$ cat src/rtl/counter_update_ctrl.sv
// counter_update_ctrl: read-modify-write controller for the per-set mutation
// counter SRAM (1W/1R). After reset it sweeps every entry to INIT_VALUE. It then
// accepts one inc/dec/clear/read-only operation per cycle and returns the
// saturated new value two cycles after acceptance.
//
// Ports:
//   clk, rst                 clock (also clocks the SRAM); async active-high reset
//   req_valid/ready/set/op   request handshake (op: 01 inc, 10 dec, 11 clear, 00 read)
//   resp_valid/set/count     one-cycle result pulse with the updated value
//   resp_mutate, resp_sat    count >= MUTATE_THRESH; inc at max / dec at zero
//   init_done                init sweep finished
//   sram_csb0/addr0/din0     SRAM write port (combinational, csb active low)
//   sram_csb1/addr1/dout1    SRAM read port (combinational request, data next cycle)
//   sat_events               16-bit saturating count of resp_sat pulses
//                            (present only when CNT_SAT_STATS_EN is defined)
//
// Optional feature macro: CNT_SAT_STATS_EN
module counter_update_ctrl #(
  parameter int unsigned DATA_WIDTH    = 3,
  parameter int unsigned ADDR_WIDTH    = 8,
  parameter int unsigned INIT_VALUE    = 0,
  parameter int unsigned MUTATE_THRESH = 6
) (
  input  logic                  clk,
  input  logic                  rst,
  input  logic                  req_valid,
  output logic                  req_ready,
  input  logic [ADDR_WIDTH-1:0] req_set,
  input  logic [1:0]            req_op,
  output logic                  resp_valid,
  output logic [ADDR_WIDTH-1:0] resp_set,
  output logic [DATA_WIDTH-1:0] resp_count,
  output logic                  resp_mutate,
  output logic                  resp_sat,
  output logic                  init_done,
  output logic                  sram_csb0,
  output logic [ADDR_WIDTH-1:0] sram_addr0,
  output logic [DATA_WIDTH-1:0] sram_din0,
  output logic                  sram_csb1,
  output logic [ADDR_WIDTH-1:0] sram_addr1,
  input  logic [DATA_WIDTH-1:0] sram_dout1
`ifdef CNT_SAT_STATS_EN
  ,
  output logic [15:0]           sat_events
`endif
);

  localparam logic [DATA_WIDTH-1:0] CNT_MAX  = '1;
  localparam logic [DATA_WIDTH-1:0] INIT_VAL = DATA_WIDTH'(INIT_VALUE);
  localparam logic [ADDR_WIDTH-1:0] PTR_LAST = '1;

  localparam logic [1:0] OP_READ = 2'b00;
  localparam logic [1:0] OP_INC  = 2'b01;
  localparam logic [1:0] OP_DEC  = 2'b10;
  localparam logic [1:0] OP_CLR  = 2'b11;

  typedef enum logic {ST_INIT, ST_RUN} state_t;

  state_t                  state;
  logic [ADDR_WIDTH-1:0]   init_ptr;

  logic                    s1_valid;
  logic [ADDR_WIDTH-1:0]   s1_set;
  logic [1:0]              s1_op;

  logic                    fwd_valid;
  logic [ADDR_WIDTH-1:0]   fwd_addr;
  logic [DATA_WIDTH-1:0]   fwd_data;

  logic                    accept;
  logic [DATA_WIDTH-1:0]   old_count;
  logic [DATA_WIDTH-1:0]   new_count;
  logic                    sat;
  logic                    wr_en;
  logic [ADDR_WIDTH-1:0]   wr_addr;
  logic [DATA_WIDTH-1:0]   wr_data;

  assign req_ready = init_done;

  // Stage-1 update and SRAM port drive. Port signals are gated by rst so an
  // in-flight write is dropped the moment reset asserts.
  always_comb begin
    accept    = req_valid & init_done;
    // The previous cycle's write races the read in the array; take it from the bypass.
    old_count = (fwd_valid && (fwd_addr == s1_set)) ? fwd_data : sram_dout1;
    new_count = old_count;
    sat       = 1'b0;
    case (s1_op)
      OP_INC: begin
        if (old_count == CNT_MAX) sat = 1'b1;
        else                      new_count = old_count + 1'b1;
      end
      OP_DEC: begin
        if (old_count == '0) sat = 1'b1;
        else                 new_count = old_count - 1'b1;
      end
      OP_CLR:  new_count = '0;
      default: new_count = old_count;
    endcase

    wr_en   = 1'b0;
    wr_addr = s1_set;
    wr_data = new_count;
    if (!rst) begin
      if (state == ST_INIT) begin
        wr_en   = 1'b1;
        wr_addr = init_ptr;
        wr_data = INIT_VAL;
      end else if (s1_valid && (s1_op != OP_READ)) begin
        wr_en   = 1'b1;
      end
    end

    sram_csb0  = ~wr_en;
    sram_addr0 = wr_addr;
    sram_din0  = wr_data;
    sram_csb1  = ~(accept & ~rst);
    sram_addr1 = req_set;
  end

  // FSM, pipeline, bypass register and response registers.
  always_ff @(posedge clk or posedge rst) begin
    if (rst) begin
      state       <= ST_INIT;
      init_ptr    <= '0;
      init_done   <= 1'b0;
      s1_valid    <= 1'b0;
      s1_set      <= '0;
      s1_op       <= OP_READ;
      fwd_valid   <= 1'b0;
      fwd_addr    <= '0;
      fwd_data    <= '0;
      resp_valid  <= 1'b0;
      resp_set    <= '0;
      resp_count  <= '0;
      resp_mutate <= 1'b0;
      resp_sat    <= 1'b0;
    end else begin
      case (state)
        ST_INIT: begin
          init_ptr <= init_ptr + 1'b1;
          if (init_ptr == PTR_LAST) begin
            state     <= ST_RUN;
            init_done <= 1'b1;
          end
        end
        default: state <= ST_RUN;
      endcase

      s1_valid <= accept;
      if (accept) begin
        s1_set <= req_set;
        s1_op  <= req_op;
      end

      if (wr_en) begin
        fwd_valid <= 1'b1;
        fwd_addr  <= wr_addr;
        fwd_data  <= wr_data;
      end

      resp_valid  <= s1_valid;
      resp_sat    <= s1_valid & sat;
      resp_mutate <= s1_valid & (32'(new_count) >= MUTATE_THRESH);
      if (s1_valid) begin
        resp_set   <= s1_set;
        resp_count <= new_count;
      end
    end
  end

`ifdef CNT_SAT_STATS_EN
  // Saturating tally of saturation responses.
  always_ff @(posedge clk or posedge rst) begin
    if (rst) begin
      sat_events <= '0;
    end else if (resp_sat && (sat_events != 16'hFFFF)) begin
      sat_events <= sat_events + 16'd1;
    end
  end
`endif

endmodule

$ cat config.mk
export PLATFORM = sky130hd
export DESIGN_NAME = counter_update_ctrl
export DESIGN_NICKNAME = d
export VERILOG_FILES = /design/src/rtl/counter_update_ctrl.sv
export SDC_FILE = /design/constraint.sdc
export NUM_CORES = 1
export LEC_CHECK = 0
export CAP_MARGIN = 30
export CORE_ASPECT_RATIO = 0.6
export CORE_MARGIN = 3
export CORE_UTILIZATION = 54
export DETAILED_ROUTE_END_ITERATION = 16
export GPL_ROUTABILITY_DRIVEN = 0
export PLACE_DENSITY = 0.84
export SLEW_MARGIN = 10
export SYNTH_ARGS = -nofsm -noshare
export SYNTH_HDL_FRONTEND = slang
export SYNTH_SLANG_ARGS = --single-unit
$ cat constraint.sdc
create_clock -name clk -period 7.7 [get_ports clk]
set_input_delay 1.54 -clock clk [delete_from_list [all_inputs] [get_ports clk]]
set_output_delay 1.54 -clock clk [all_outputs]
set_load 0.03 [all_outputs]
==> results.toml, run 1 <==
[run_status]
status = "completed"

[logic_synthesis]
synthAdderAreaFrac_pct = 3.094
avgSynthCellArea_um2 = 10.37
synth.most_common_cell = "dfrtp_1"
synth.area.top_cells = "dfrtp_1, mux2_2, nand2_1, xnor2_1, ha_1"
synth_nets = 256
synthMuxAreaShare_pct = 13.67
synth-main-ff-cell = "dfrtp_1"
synth_xor_area_share_pct = 5.415
yosys.area.top_type = "dfrtp_1"
synth_edf_count = 0
synth-simple-area-share_pct = 14.85
ys_async_sr_fraction_pct = 100.0
netlist_instances = 234
yosysWarnings = 0
synth_top_area_share_pct = 48.48
synth.cell_area_mm2 = 0.002426
ys_ff_latch = 47
synth_cell_types = 41
synth_top_family_by_area = "simple AND/OR/NAND/NOR gates"
synthTopCellsByCount = "dfrtp_1, nand2_1, mux2_2, xnor2_1, nor2_1"
synth-seq-area-share_pct = 48.48
synth_compound_area_share_pct = 9.386

[setup_path]
start_kind = "input port"
crit_fanout = 7
crit_required_ps = 6160
r2r_end = "fwd_data[1]"
cp-end-kind = "output pin"
path_class = "in -> out"
rrSetupSlack_ps = 4530
reg2reg_from = "s1_set[4]"
reg2reg_depth = 12
worstPathArrival_ps = 4510

[worst_hold_path]
holdPathEnd = "fwd_valid"
min_path_type = "reg -> reg"
hold_path_depth = 1
hp-start = "fwd_valid"

[finish]
area_growth_pct = 24.96
fillers = 331
n_antenna_cell = 0
utilization_pct = 71.98
nets = 303
seq_area_mm2 = 0.001176
drive_gt1_share_pct = 13.83
final_cells = 342
multiInputGateArea_mm2 = 0.001126
fin_area_mm2 = 0.003032

[routing]
post_drt_wl_per_cell_um = 15.66
antenna_left = 0
vias = 1887
drtIter0Drc = 119
vias_per_cell = 5.518
wl_mm = 5.357
detail_route.drc_violations = 0
dr.pass1.iters = 4

[pwr]
clockPowerShare_pct = 32.2
cell_internal_pwr_uw = 335.0
combPwrFrac_pct = 11.9
pwr-share-seq_pct = 55.9
vdd_drop_max_v = 0.0001004
power.total_uw = 447.1
powerDensity_mw_per_mm2 = 147.5
sw_frac_of_total_pct = 25.07
p_leak_nw = 1.371
switchingPower_uw = 112.1

[die]
die_x_um = 92.53
row_count = 18
core_mm2 = 0.004212
die_area_mm2 = 0.005359
initial_core_util_pct = 57.61
die_y_um = 57.92
io_pins = 53

[clocking]
cts_resized = 0
cts-buffers-inserted = 5
clk_pin_slew_ps = 80
cts_setup_buffers = 0
cts_sinks = 47
clock-root-buffer = "clkbuf_8"
htreeDepth = 2
cts_hold_buf = 0
clk-insertion-delay-late_ps = 300
cts_max_path_buffers = 2
cts_tree = "built"

[timing]
fin_tns_setup_ps = 0
setup-violations-final = 0
min_period_over_period_pct = 78.54
maxSlewViolCount = 0
worst_pin_slew_ps = 583.4
layout_min_cycle_time_ps = 6048
timing.hold.ws_ps = 479.3
finClkSkew_ps = 8.056
hold_violations = 0
relSlewSlack_pct = 61.10
rsz0062_at_grt = "false"
fmax_mhz = 165.4
fin_ws_ps = 1652

[global_routing]
antenna_found_initial = 0
grt_pass1_vias = 1802
grt_max_degree = 48
grt_pass1_wl_mm = 8.976
gr-total-overflow = 0
grt_use_total_pct = 21.99

[flow_run]
drv_cap = 0

[place]
dp_slack_ps = 1691
place_inst = 333
port_buffers = 52
place_area_mm2 = 0.002943
hpwl_mm = 3.821
==> state kept, by name (all words and copies together) (netlist names) <==
| register | cells |
|---|---|
| resp_mutate | 1 |
| state | 1 |
| init_done | 1 |
| fwd_data | 3 |
| init_ptr | 8 |
| s1_valid | 1 |
| s1_set | 8 |
| s1_op | 2 |
| fwd_addr | 8 |
| resp_set | 8 |
| resp_count | 3 |
| fwd_valid | 1 |
| resp_sat | 1 |
| resp_valid | 1 |
==> cell usage in the layout (no fill, tap or decap), types with 2 or more instances in the layout <==
master           netlist  final
or2_2                  2      2
a211oi_1               3      3
a21o_1                 3      3
and3_1                 3      3
nor2b_1                2      2
a21oi_1                6      6
nand2b_1               4      4
nand3_1                4      4
a22oi_1                2      2
clkbuf_1               4      2
clkbuf_8               0      5
xnor2_1               14     14
clkdlybuf4s50_1        0     52
mux2_2                25     25
ha_1                   6      6
mux2i_1                5      5
and2_1                 2      2
o21ai_0                6      6
a31oi_1                2      2
buf_4                  9      2
nand2_1               44     44
inv_1                  9      8
dfrtp_1               47     47
nor2_1                12     12
a311oi_1               2      2
==> worst max-delay path, cell delays in order <==
cell,delay [ps]
clkdlybuf4s50_1,610
nor2_1,80
mux2i_1,190
inv_1,70
ha_1,230
nor2b_1,320
a211oi_1,150
a311oi_1,270
a21oi_1,60
a21o_1,230
nor2_1,90
clkdlybuf4s50_1,670
==> power by group through the flow <==
stage                     registers (mW)  clock network [mW]  logic, mW
final                              0.250               0.144     0.0532
after global placement             0.255                   0     0.0520
after CTS                          0.250               0.147     0.0531
after floorplan                    0.255                   0     0.0334
after global routing               0.250               0.159     0.0574
after detailed placement           0.255                   0     0.0529
==> per-layer routing <==
metal  wire length, um  up-vias  global-route usage, %
met4                45        0                  5.497
met3               509        6                  7.912
met5                 0        -                      0
li1                  -      888                      -
met1              2649      916                  33.11
met2              2153       77                  30.21
==> cell type report <==
type                            count  area share (%)
Clock buffer                        7           2.518
Tap cell                           60           2.476
Clock inverter                      1          0.1651
Timing Repair Buffer               54           17.66
Sequential cell                    47           38.79
Inverter                           10           1.238
Multi-Input combinational cell    163           37.14
==> logic make-up after synthesis <==
| group | count (synthesis) |
|---|---|
| AOI/OAI and AO/OA | 34 |
| xor gates and xnor gates | 15 |
| adders and majority gates | 6 |
| buffers and inverters | 24 |
| DFF | 47 |
| muxes | 30 |
| and+or+nand+nor | 78 |
==> worst max path at each step <==
| stage | endpoint | slack [ps] | from | cells past startpoint |
|---|---|---|---|---|
| 2_1_floorplan | sram_din0[1] | 2870 | sram_dout1[1] | 10 |
| 3_3_place_gp | sram_din0[1] | 1780 | sram_dout1[1] | 12 |
| 3_5_place_dp | sram_din0[1] | 1690 | sram_dout1[1] | 12 |
| 4_1_cts | sram_din0[1] | 1690 | sram_dout1[1] | 12 |
| 5_1_grt | sram_din0[1] | 1430 | sram_dout1[1] | 12 |
| 6_report | sram_din0[1] | 1650 | sram_dout1[1] | 12 |
Note: power is estimated with default switching activity, not from simulation.
==> run 2: changes to the inputs <==
- CORE_UTILIZATION: 54 -> 46
- PLACE_DENSITY: 0.84 -> 0.77
- clock period: 7.7 -> 5.5 ns (I/O delays scaled with it)
==> results.toml, run 2 (synthesized netlist as in run 1, its figures left out) <==
[run_status]
status = "completed"

[setup_path]
worstPathArrival_ps = 4060
crit_start = "sram_dout1[1]"
crit_fanout = 7
path_class = "in -> out"
cp-end-kind = "output pin"
reg2reg_from = "s1_set[4]"
start_kind = "input port"
crit_required_ps = 4400

[clocking]
clock-root-buffer = "clkbuf_8"
cts_resized = 0
cts_tree = "built"
cts_hold_buf = 0
cts_sinks = 47
htreeDepth = 2
clk_pin_slew_ps = 80
cts_max_path_buffers = 2
cts-buffers-inserted = 5
clk-insertion-delay-late_ps = 290
cts_setup_buffers = 0

[timing]
worst_pin_slew_ps = 581.8
relSlewSlack_pct = 61.22
min_period_over_period_pct = 93.83
setup-violations-final = 0
fmax_mhz = 193.8
timing.hold.ws_ps = 480.6
fin_tns_setup_ps = 0
layout_min_cycle_time_ps = 5161
rsz0062_at_grt = "false"
maxSlewViolCount = 0
hold_violations = 0
finClkSkew_ps = 6.333

[die]
die_x_um = 99.76
die_area_mm2 = 0.006210
io_pins = 53
core_mm2 = 0.004826
die_y_um = 62.26
initial_core_util_pct = 50.27
row_count = 19

[worst_hold_path]
hp-start = "fwd_valid"
min_path_type = "reg -> reg"

[global_routing]
grt_pass1_wl_mm = 9.459
grt_pass1_vias = 1852
grt_max_degree = 48
gr-total-overflow = 0
antenna_found_initial = 0
grt_use_total_pct = 18.77

[routing]
vias_per_cell = 5.365
wl_met1_mm = 2.777
wl_met2_mm = 2.261
drtIter0Drc = 129
antenna_left = 0
met3_length_um = 372
wl_mm = 5.439
detail_route.drc_violations = 0
top_layer = "met4"
post_drt_wl_per_cell_um = 15.77
vias = 1851
dr.pass1.iters = 4

[finish]
final_cells = 345
fin_area_mm2 = 0.003035
n_antenna_cell = 0
nets = 303
layout_commonest_cell = "clkdlybuf4s50_1"
drive_gt1_share_pct = 13.83
utilization_pct = 62.90
final_cell_mix = "clkdlybuf4s50_1, dfrtp_1, nand2_1, mux2_2, xnor2_1"
area_growth_pct = 25.12

[place]
port_buffers = 52
hpwl_mm = 4.007
place_area_mm2 = 0.002954
place_inst = 337

[pwr]
vdd_drop_max_v = 0.0001520
powerDensity_mw_per_mm2 = 205.2
p_leak_nw = 1.371

[flow_run]
drv_cap = 0
-- run 2: cell counts in the layout (fill, tap and decap cells not counted) --
No cell type changed its count.
-- run 2: per-layer routing --
layer | GRT usage [%] | up-vias
li1 | - | 878
met1 | 30.16 | 908
met2 | 25.08 | 61
met3 | 5.705 | 4
met4 | 2.215 | 0
met5 | 0 | -
-- run 2: cell type report --
| type | instances | area (um2) |
|---|---|---|
| fillers | 404 | 1790 |
| repair buffers | 54 | 535.5 |
| clock buffers | 7 | 76.32 |
| clock inverters | 1 | 5.005 |
| flip-flops and latches | 47 | 1176 |
| well taps | 63 | 78.83 |
| inverters | 10 | 37.54 |
| multi-input cells | 163 | 1126 |
-- run 2: through the flow --
stage                     setup WS [ps]  power [mW]
after floorplan                    1473      0.4032
after global placement            439.2      0.4302
after detailed placement          364.6      0.4315
after CTS                         363.9      0.6288
after global routing              97.41      0.6524
final                             339.2      0.6228
-- run 2: path summary, 6_finish.rpt --
path,endpoint,slack [ps],cells past startpoint
worst max-delay path,sram_din0[1],340,12
worst min-delay path,fwd_valid,480,1
worst max register to register,fwd_data[1],2360,12
worst min register to register,fwd_valid,480,1
max in group asynchronous,s1_set[7],3580,3
min in group asynchronous,init_ptr[3],1530,3
-- run 2: power by group --
part,internal [mW],total [mW],leakage (nW),switching (mW)
Sequential,0.348,0.350,0.605,0.00199
Combinational,0.0317,0.0743,0.724,0.0426
Clock,0.0894,0.199,0.0422,0.109
-- run 2: worst max-delay path: stages --
cell             delay [ps]
clkdlybuf4s50_1         600
nor2_1                   80
mux2i_1                 180
inv_1                    70
ha_1                    230
nor2b_1                 330
a211oi_1                140
a311oi_1                270
a21oi_1                  60
a21o_1                  230
nor2_1                   90
clkdlybuf4s50_1         670
